===== config.mk =====
export PLATFORM = sky130hd
export DESIGN_NAME = reg_wb_arbiter
export DESIGN_NICKNAME = d
export VERILOG_FILES = /design/src/rtl/rv32_pkg.sv /design/src/rtl/reg_wb_arbiter_rr_arb2.sv /design/src/rtl/reg_wb_arbiter.sv
export SDC_FILE = /design/constraint.sdc
export NUM_CORES = 1
export LEC_CHECK = 0
export ABC_AREA = 1
export BUFFER_PORTS_ARGS = -buffer_cell sky130_fd_sc_hd__buf_2
export CORE_MARGIN = 2
export CORE_UTILIZATION = 30
export DETAILED_ROUTE_END_ITERATION = 8
export GPL_TIMING_DRIVEN = 0
export PLACE_DENSITY_LB_ADDON = 0.08
export SYNTH_ARGS = -nofsm -noshare
export SYNTH_HDL_FRONTEND = slang
export SYNTH_SLANG_ARGS = --single-unit
export TNS_END_PERCENT = 1

===== constraint.sdc =====
create_clock -name clk -period 1.85 [get_ports clk]
set_input_delay 0.0925 -clock clk [delete_from_list [all_inputs] [get_ports clk]]
set_output_delay 0.0925 -clock clk [all_outputs]
set_load 0.05 [all_outputs]

===== src/rtl/rv32_pkg.sv =====
// Shared writeback types and widths for the register-bank write path.
// Holds the default data/address widths and the port identifiers used by the arbiter.
package rv32_pkg;

    localparam int XLEN       = 32;
    localparam int REG_ADDR_W = 5;

    typedef enum logic {
        PORT_ALU = 1'b0,
        PORT_LSU = 1'b1
    } port_e;

    typedef struct packed {
        logic                  valid;
        logic [REG_ADDR_W-1:0] waddr;
        logic [XLEN-1:0]       din;
    } wb_req_t;

endpackage


===== src/rtl/reg_wb_arbiter_rr_arb2.sv =====
// Two-way round-robin arbiter: combinational one-hot grant, priority flop updated on grant.
// Zero latency; grants nothing while enable is low and then leaves priority untouched.
module rr_arb2 (
    input  logic       clk,
    input  logic       reset,
    input  logic [1:0] req,
    input  logic       enable,
    output logic [1:0] gnt
);
    import rv32_pkg::*;

    port_e prio;

    always_comb begin
        gnt = 2'b00;
        if (enable) begin
            case (req)
                2'b01:   gnt = 2'b01;
                2'b10:   gnt = 2'b10;
                2'b11:   gnt = (prio == PORT_LSU) ? 2'b10 : 2'b01;
                default: gnt = 2'b00;
            endcase
        end
    end

    // Whoever was just served drops to the back of the line.
    always_ff @(posedge clk) begin
        if (reset) begin
            prio <= PORT_ALU;
        end else if (|gnt) begin
            prio <= gnt[0] ? PORT_LSU : PORT_ALU;
        end
    end

endmodule


===== src/rtl/reg_wb_arbiter.sv =====
// Shares the register bank write port between ALU and LSU writebacks, dropping x0 writes.
// One cycle accept-to-write latency; stall blocks both ports, losers retry with their request held.
module reg_wb_arbiter #(
    parameter int XLEN       = rv32_pkg::XLEN,
    parameter int REG_ADDR_W = rv32_pkg::REG_ADDR_W,
    parameter int CNT_W      = 16
) (
    input  logic                  clk,
    input  logic                  reset,
    input  logic                  stall,
    input  logic                  alu_valid,
    output logic                  alu_ready,
    input  logic [REG_ADDR_W-1:0] alu_waddr,
    input  logic [XLEN-1:0]       alu_din,
    input  logic                  lsu_valid,
    output logic                  lsu_ready,
    input  logic [REG_ADDR_W-1:0] lsu_waddr,
    input  logic [XLEN-1:0]       lsu_din,
    output logic                  w_enable,
    output logic [REG_ADDR_W-1:0] waddr,
    output logic [XLEN-1:0]       din,
    output logic                  last_grant,
    output logic [CNT_W-1:0]      conflict_cnt
);
    import rv32_pkg::*;

    typedef struct packed {
        logic                  valid;
        logic [REG_ADDR_W-1:0] waddr;
        logic [XLEN-1:0]       din;
    } req_t;

    req_t       alu_req;
    req_t       lsu_req;
    logic       run;
    logic       alu_x0;
    logic       lsu_x0;
    logic [1:0] real_req;
    logic [1:0] gnt;
    logic       conflict;

    assign alu_req = '{valid: alu_valid, waddr: alu_waddr, din: alu_din};
    assign lsu_req = '{valid: lsu_valid, waddr: lsu_waddr, din: lsu_din};

    assign run    = !stall;
    assign alu_x0 = (alu_req.waddr == '0);
    assign lsu_x0 = (lsu_req.waddr == '0);

    // x0 requests never reach the arbiter, so they cannot win, lose or move priority.
    assign real_req = {lsu_req.valid && !lsu_x0, alu_req.valid && !alu_x0};
    assign conflict = run && (&real_req);

    rr_arb2 u_arb (
        .clk    (clk),
        .reset  (reset),
        .req    (real_req),
        .enable (run),
        .gnt    (gnt)
    );

    assign alu_ready = run && alu_req.valid && (alu_x0 || gnt[0]);
    assign lsu_ready = run && lsu_req.valid && (lsu_x0 || gnt[1]);

    always_ff @(posedge clk) begin
        if (reset) begin
            w_enable     <= 1'b0;
            waddr        <= '0;
            din          <= '0;
            last_grant   <= PORT_ALU;
            conflict_cnt <= '0;
        end else begin
            w_enable <= |gnt;
            if (gnt[1]) begin
                waddr      <= lsu_req.waddr;
                din        <= lsu_req.din;
                last_grant <= PORT_LSU;
            end else if (gnt[0]) begin
                waddr      <= alu_req.waddr;
                din        <= alu_req.din;
                last_grant <= PORT_ALU;
            end
            if (conflict && !(&conflict_cnt)) begin
                conflict_cnt <= conflict_cnt + CNT_W'(1);
            end
        end
    end

endmodule


* Yosys cells after proc, flatten, opt, wreduce, memory -nomap -nowiden
Index checks and enable logic that the tools add are counted.
** Storage, ports and cells
- Bits in writable memories :: 0
- Input bits :: 79
- Latch bits :: 0
- Memories :: 0
- Memory bits (read-only) :: 0
- Bits in registers :: 56
- Output and inout bits :: 57
** Cells by class
- Reduce and logical (&&, ||, !) cells :: 20
- Equality and inequality tests :: 3
- Mux-type cells :: 10
- Multipliers :: 0
- Div/mod/pow operators :: 0
- Order comparisons :: 0
- Shifts and indexed selects :: 0
- Bitwise gates (word level) :: 0
- Add/sub/neg operators :: 1
** Operators with widths (count)
- 32-bit 2-to-1 mux :: 2
- 16-bit by 1-bit adder with 16-bit output (second input constant) :: 1
- 16-bit AND reduction :: 1
- 5-bit logical NOT :: 2
- 5-bit 2-to-1 mux :: 2
- 1-bit logical AND :: 8
- 2-bit one-hot mux with 3 select lines :: 1
- 2-bit == test (second input constant) :: 2
- 1-bit logical NOT :: 4
- 2-bit 2-to-1 mux :: 2
- 1-bit 2-to-1 mux :: 3
- 2-bit by 1-bit == test with 1-bit output (second input constant) :: 1
- 1-bit logical OR :: 2
- 2-bit AND reduction :: 1
- 2-bit nonzero test :: 1
- 2-bit OR reduction :: 1

* Longest topological paths before layout
- Depth after elaboration :: 8
- Mapped depth :: 11

* By module
Synthesis repeated with hierarchy kept, for this count alone.
** Second synthesis, totals
- Cells, all modules :: 463
- Area, all modules :: 2919.0 um^2
** Modules (own cells, without submodules)
- reg_wb_arbiter :: times used 1, cells an instance 452, area each 2852.7 um^2, sequential area each 1101.1 um^2
- rr_arb2 :: times used 1, cells an instance 11, area each 66.3 um^2, sequential area each 20.0 um^2

* Worst setup path before layout
OpenSTA, ideal clock, no wires.
- Path type :: register -> register
- Start :: reg conflict_cnt[0]
- End :: reg conflict_cnt[11]
- Path buffers :: 1
- Cell stages (with the launch flop) :: 11
- Setup slack :: -0.040 ns
- Setup time :: 0.069 ns
- Arrival :: 1.822 ns
- Data required time :: 1.781 ns
- Cells stage by stage :: dfxtp_1 -> ha_1 -> nand2_2 -> nor2_4 -> nand2_4 -> clkinv_4 -> nand2_8 -> nand2_4 -> buf_8 -> nand2_1 -> a21oi_2
** On the way
- Cells in the longest elaborated chain, start to end :: 3
** RTL lines
- start: declaration :: RTL line reg_wb_arbiter.sv:23 : output logic [CNT_W-1:0] conflict_cnt
- start signal: assignment :: RTL line reg_wb_arbiter.sv:83 : conflict_cnt <= conflict_cnt + CNT_W'(1);
- branches (longest 3 deep; another with 16-bit by 1-bit adder with 16-bit output)
Parallel ways; which one is timed is not known.
A chain may end at the register's enable or synchronous reset.

* Final worst setup path
- Start :: reg u_arb.prio
- End :: out alu_ready
** On the way
- Cells in the longest elaborated chain, start to end :: 5
** RTL lines
- start: declaration :: RTL line reg_wb_arbiter_rr_arb2.sv:12 : port_e prio;
- start signal: assignment :: RTL line reg_wb_arbiter_rr_arb2.sv:31 : prio <= gnt[0] ? PORT_LSU : PORT_ALU;
- 2-bit 2-to-1 mux :: RTL line reg_wb_arbiter_rr_arb2.sv:20 : 2'b11: gnt = (prio == PORT_LSU) ? 2'b10 : 2'b01;
- 2-bit one-hot mux with 3 select lines :: RTL line reg_wb_arbiter_rr_arb2.sv:17 : case (req)
- 2-bit 2-to-1 mux :: RTL line reg_wb_arbiter_rr_arb2.sv:16 : if (enable) begin
- 1-bit logical OR :: RTL line reg_wb_arbiter.sv:61 : assign alu_ready = run && alu_req.valid && (alu_x0 || gnt[0]);
- 1-bit logical AND :: RTL line reg_wb_arbiter.sv:61
- end: declaration :: RTL line reg_wb_arbiter.sv:12 : output logic alu_ready,
No other way between the ends.

==> metrics.md <==
| Metric | Value |
|---|---|
| Clk_lat worst skew | approximately 0.31 ns |
| Final setup viols | 0 |
| Post-synthesis register bit count | 56 |
| Non-filler cells, final | 802 |
| Share of cells above drive strength 1 | 28.2% |
| HP Class | in -> reg |
| Setup bufs post-CTS | 0 |
| Dpl hpwl | around 7700 µm |
| Vias per cell | ~4.5 |
| DP Cell Count | 795 |
| Post-synthesis sequential area ratio | 34.1% |
| CP Max Fanout | 10 |
| DRC Markers | 0 |
| N_diodes | 0 |
| Area delta synth->final | 28.1% |
| Std-Cell Rows | 38 |
| Max-cap check violation count | 0 |
| Clock Sinks | 56 |
| Final ANT Viol Nets | 0 |
| Fill cells | around 1200 |
| Crit Path Class | reg -> out |
| Placer congestion estimate | 0.833 |
| Pin count of the biggest net entering global routing | 16 |
| Post-synth top area share | 34.1% |
| Vias | 3578 |
| Top cells by count, synth | nand2_1, inv_1, nand3_1 |
| Final Skew | 0.00322 ns |
| Setup TNS | 0 ns |
| Status | complete, no violations |
| Final Max Slew Viols | 0 |
| DR WL/cell | 12.4 µm |
| DRT Pass-1 Iters | 4 |
| WL final | 9960 µm |
| CP startpoint kind | flip-flop |
| RSZ-0062 raised after global routing | no |
| Synth area leader | dfxtp_1 |
| Hold slack | roughly 0.063 ns |
| Most common cell in the netlist | nand2_1 |
| Core area | ~0.011 mm² |
| Initial Utilization | approximately 31% |
| Peak Freq | 590 MHz |
| Synth cell types | 31 |
| Number of global-route vias before repair | about 3300 |
| Fraction of registers with async set/reset | 0% |
| # IOs | 136 |
| Primary FF master, synth | dfxtp_1 |
| Post-CTS Hold Buffers | 0 |
| Initial antenna violation count | 1 |
| CP required | roughly 1.8 ns |
| Power density cells | 668 mW/mm² |
| Setup crit end kind | primary output |
| Worst-Margin Slew | 0.677 ns |
| Final min period | 1.69 ns |
| H-tree level count | 2 |
| Post-Syn Area per Cell | about 6.3 µm² |
| Slew headroom | 54.9% |
| First-pass GRT wire length | between 15000 and 20000 µm |
| DIE WIDTH | ~110 µm |
| Post-cts sizing count | 0 |
| Final hold violations | 0 |
| Max IR drop VDD | 0.000277 V |
| Gr usage total | roughly 17% |
| Starting DRT DRC Count | 153 |
| Synth area leaders | dfxtp_1, nand2_1, nand3_1, inv_1, o21ai_0 |
| Tcrit/Tclk final | 91.6% |
| Die Y | around 110 µm |
| Grt ovf | 0 |
| Final Net Count | 742 |
| Number of synthesized flops with an enable pin | 0 |
| Synth Warn # | 0 |
| Post-synthesis net count | 601 |
| Cts bufs inserted | 5 |
| Clock-pin slew on the worst setup and hold paths | 0.10 ns |
| PortBufs | 134 |
| Root Driver | clkbuf_8 |
| Post-Synthesis Cells | 521 |
| Clock tree buffer depth | 2 |
| Leak | 0.00242 µW |
| Post-Syn Area | 0.00329 mm² |
| CTS tree | built |
| Die area | 0.0118 mm² |
| CP Data Arrival Time | 1.60 ns |
-- power breakdown --
part	internal, µW	switching [µW]
Sequential	1290	39.0
Clock	259	397
Combinational	246	588
-- layer usage --
layer  global-route usage, %  wire [µm]  vias up
met4                    3.85         93        2
met2                    29.1       4760       91
met3                    4.12        638        9
met5                       0         13        -
met1                    21.5       4460     1576
li1                        -          -     1900
-- sequential cells by signal (all words and copies together) (netlist names) --
register,count
waddr,5
din,32
u_arb.prio,1
w_enable,1
last_grant,1
conflict_cnt,16
-- layout by cell type (no fill, tap or decap), drive strengths merged --
master	count
nor3	1
nand3	91
nand3b	5
o21ai	42
clkbuf	15
nor2	31
dfxtp	56
nand2	145
a21oi	15
a21boi	1
ha	1
nand4	5
and2	1
buf	153
inv	95
clkinv	2
xor2	3
-- final cells by class --
class / count / area [µm²] / share of cell area, %
inverter: 96 / 365 / 8.67
clock buffer: 6 / 72.6 / 1.72
sequential: 56 / 1120 / 26.7
timing repair buffer: 134 / 671 / 15.9
tap: 140 / 175 / 4.16
buffer: 28 / 173 / 4.10
multi-input combinational: 341 / 1630 / 38.7
clock inverter: 1 / 5.00 / 0.119
-- metrics by stage --
| step | area, µm² | power [µW] | setup slack, ns | utilization [%] |
|---|---|---|---|---|
| 3_5_place_dp | 4140 | 2190 | 0.227 | 38.5 |
| 2_1_floorplan | 3290 | 1940 | 0.183 | - |
| 4_1_cts | 4220 | 2860 | 0.140 | 39.2 |
| 3_3_place_gp | 4140 | 2190 | 0.199 | 38.5 |
| 6_report | 4220 | 2820 | 0.155 | 39.2 |
| 5_1_grt | 4220 | 2990 | 0.0353 | 39.2 |
-- critical path: stages (launching register included) --
cell and delay (ns):
dfxtp_1 0.32, nand3b_2 0.23, buf_4 0.19, nand2_1 0.06, nand2_1 0.06, nand2_1 0.06, nand3_1 0.06, inv_1 0.05
buf_2 0.26
-- logic make-up (layout without fill, tap and decap cells) --
logic type | count (synthesis) | count (layout) | synth area share [%]
AO/OA/AOI/OAI | 58 | 58 | 9.59
buffers and inverters | 124 | 265 | 16.4
flip-flops | 56 | 56 | 34.1
adder cells (fa/ha/maj) | 1 | 1 | 0.380
XOR/XNOR | 3 | 3 | 0.799
AND/OR/NAND/NOR | 279 | 279 | 38.8
-- final timing paths --
| check | from | slack [ns] | cells past startpoint | to |
|---|---|---|---|---|
| hold reg to reg | last_grant | 0.47 | 2 | last_grant |
| setup reg to reg | conflict_cnt[0] | 0.22 | 10 | conflict_cnt[6] |
| setup / recovery | u_arb.prio | 0.16 | 8 | alu_ready |
| hold / removal | alu_din[11] | 0.06 | 5 | din[11] |
(Power assumes the default switching activity.)
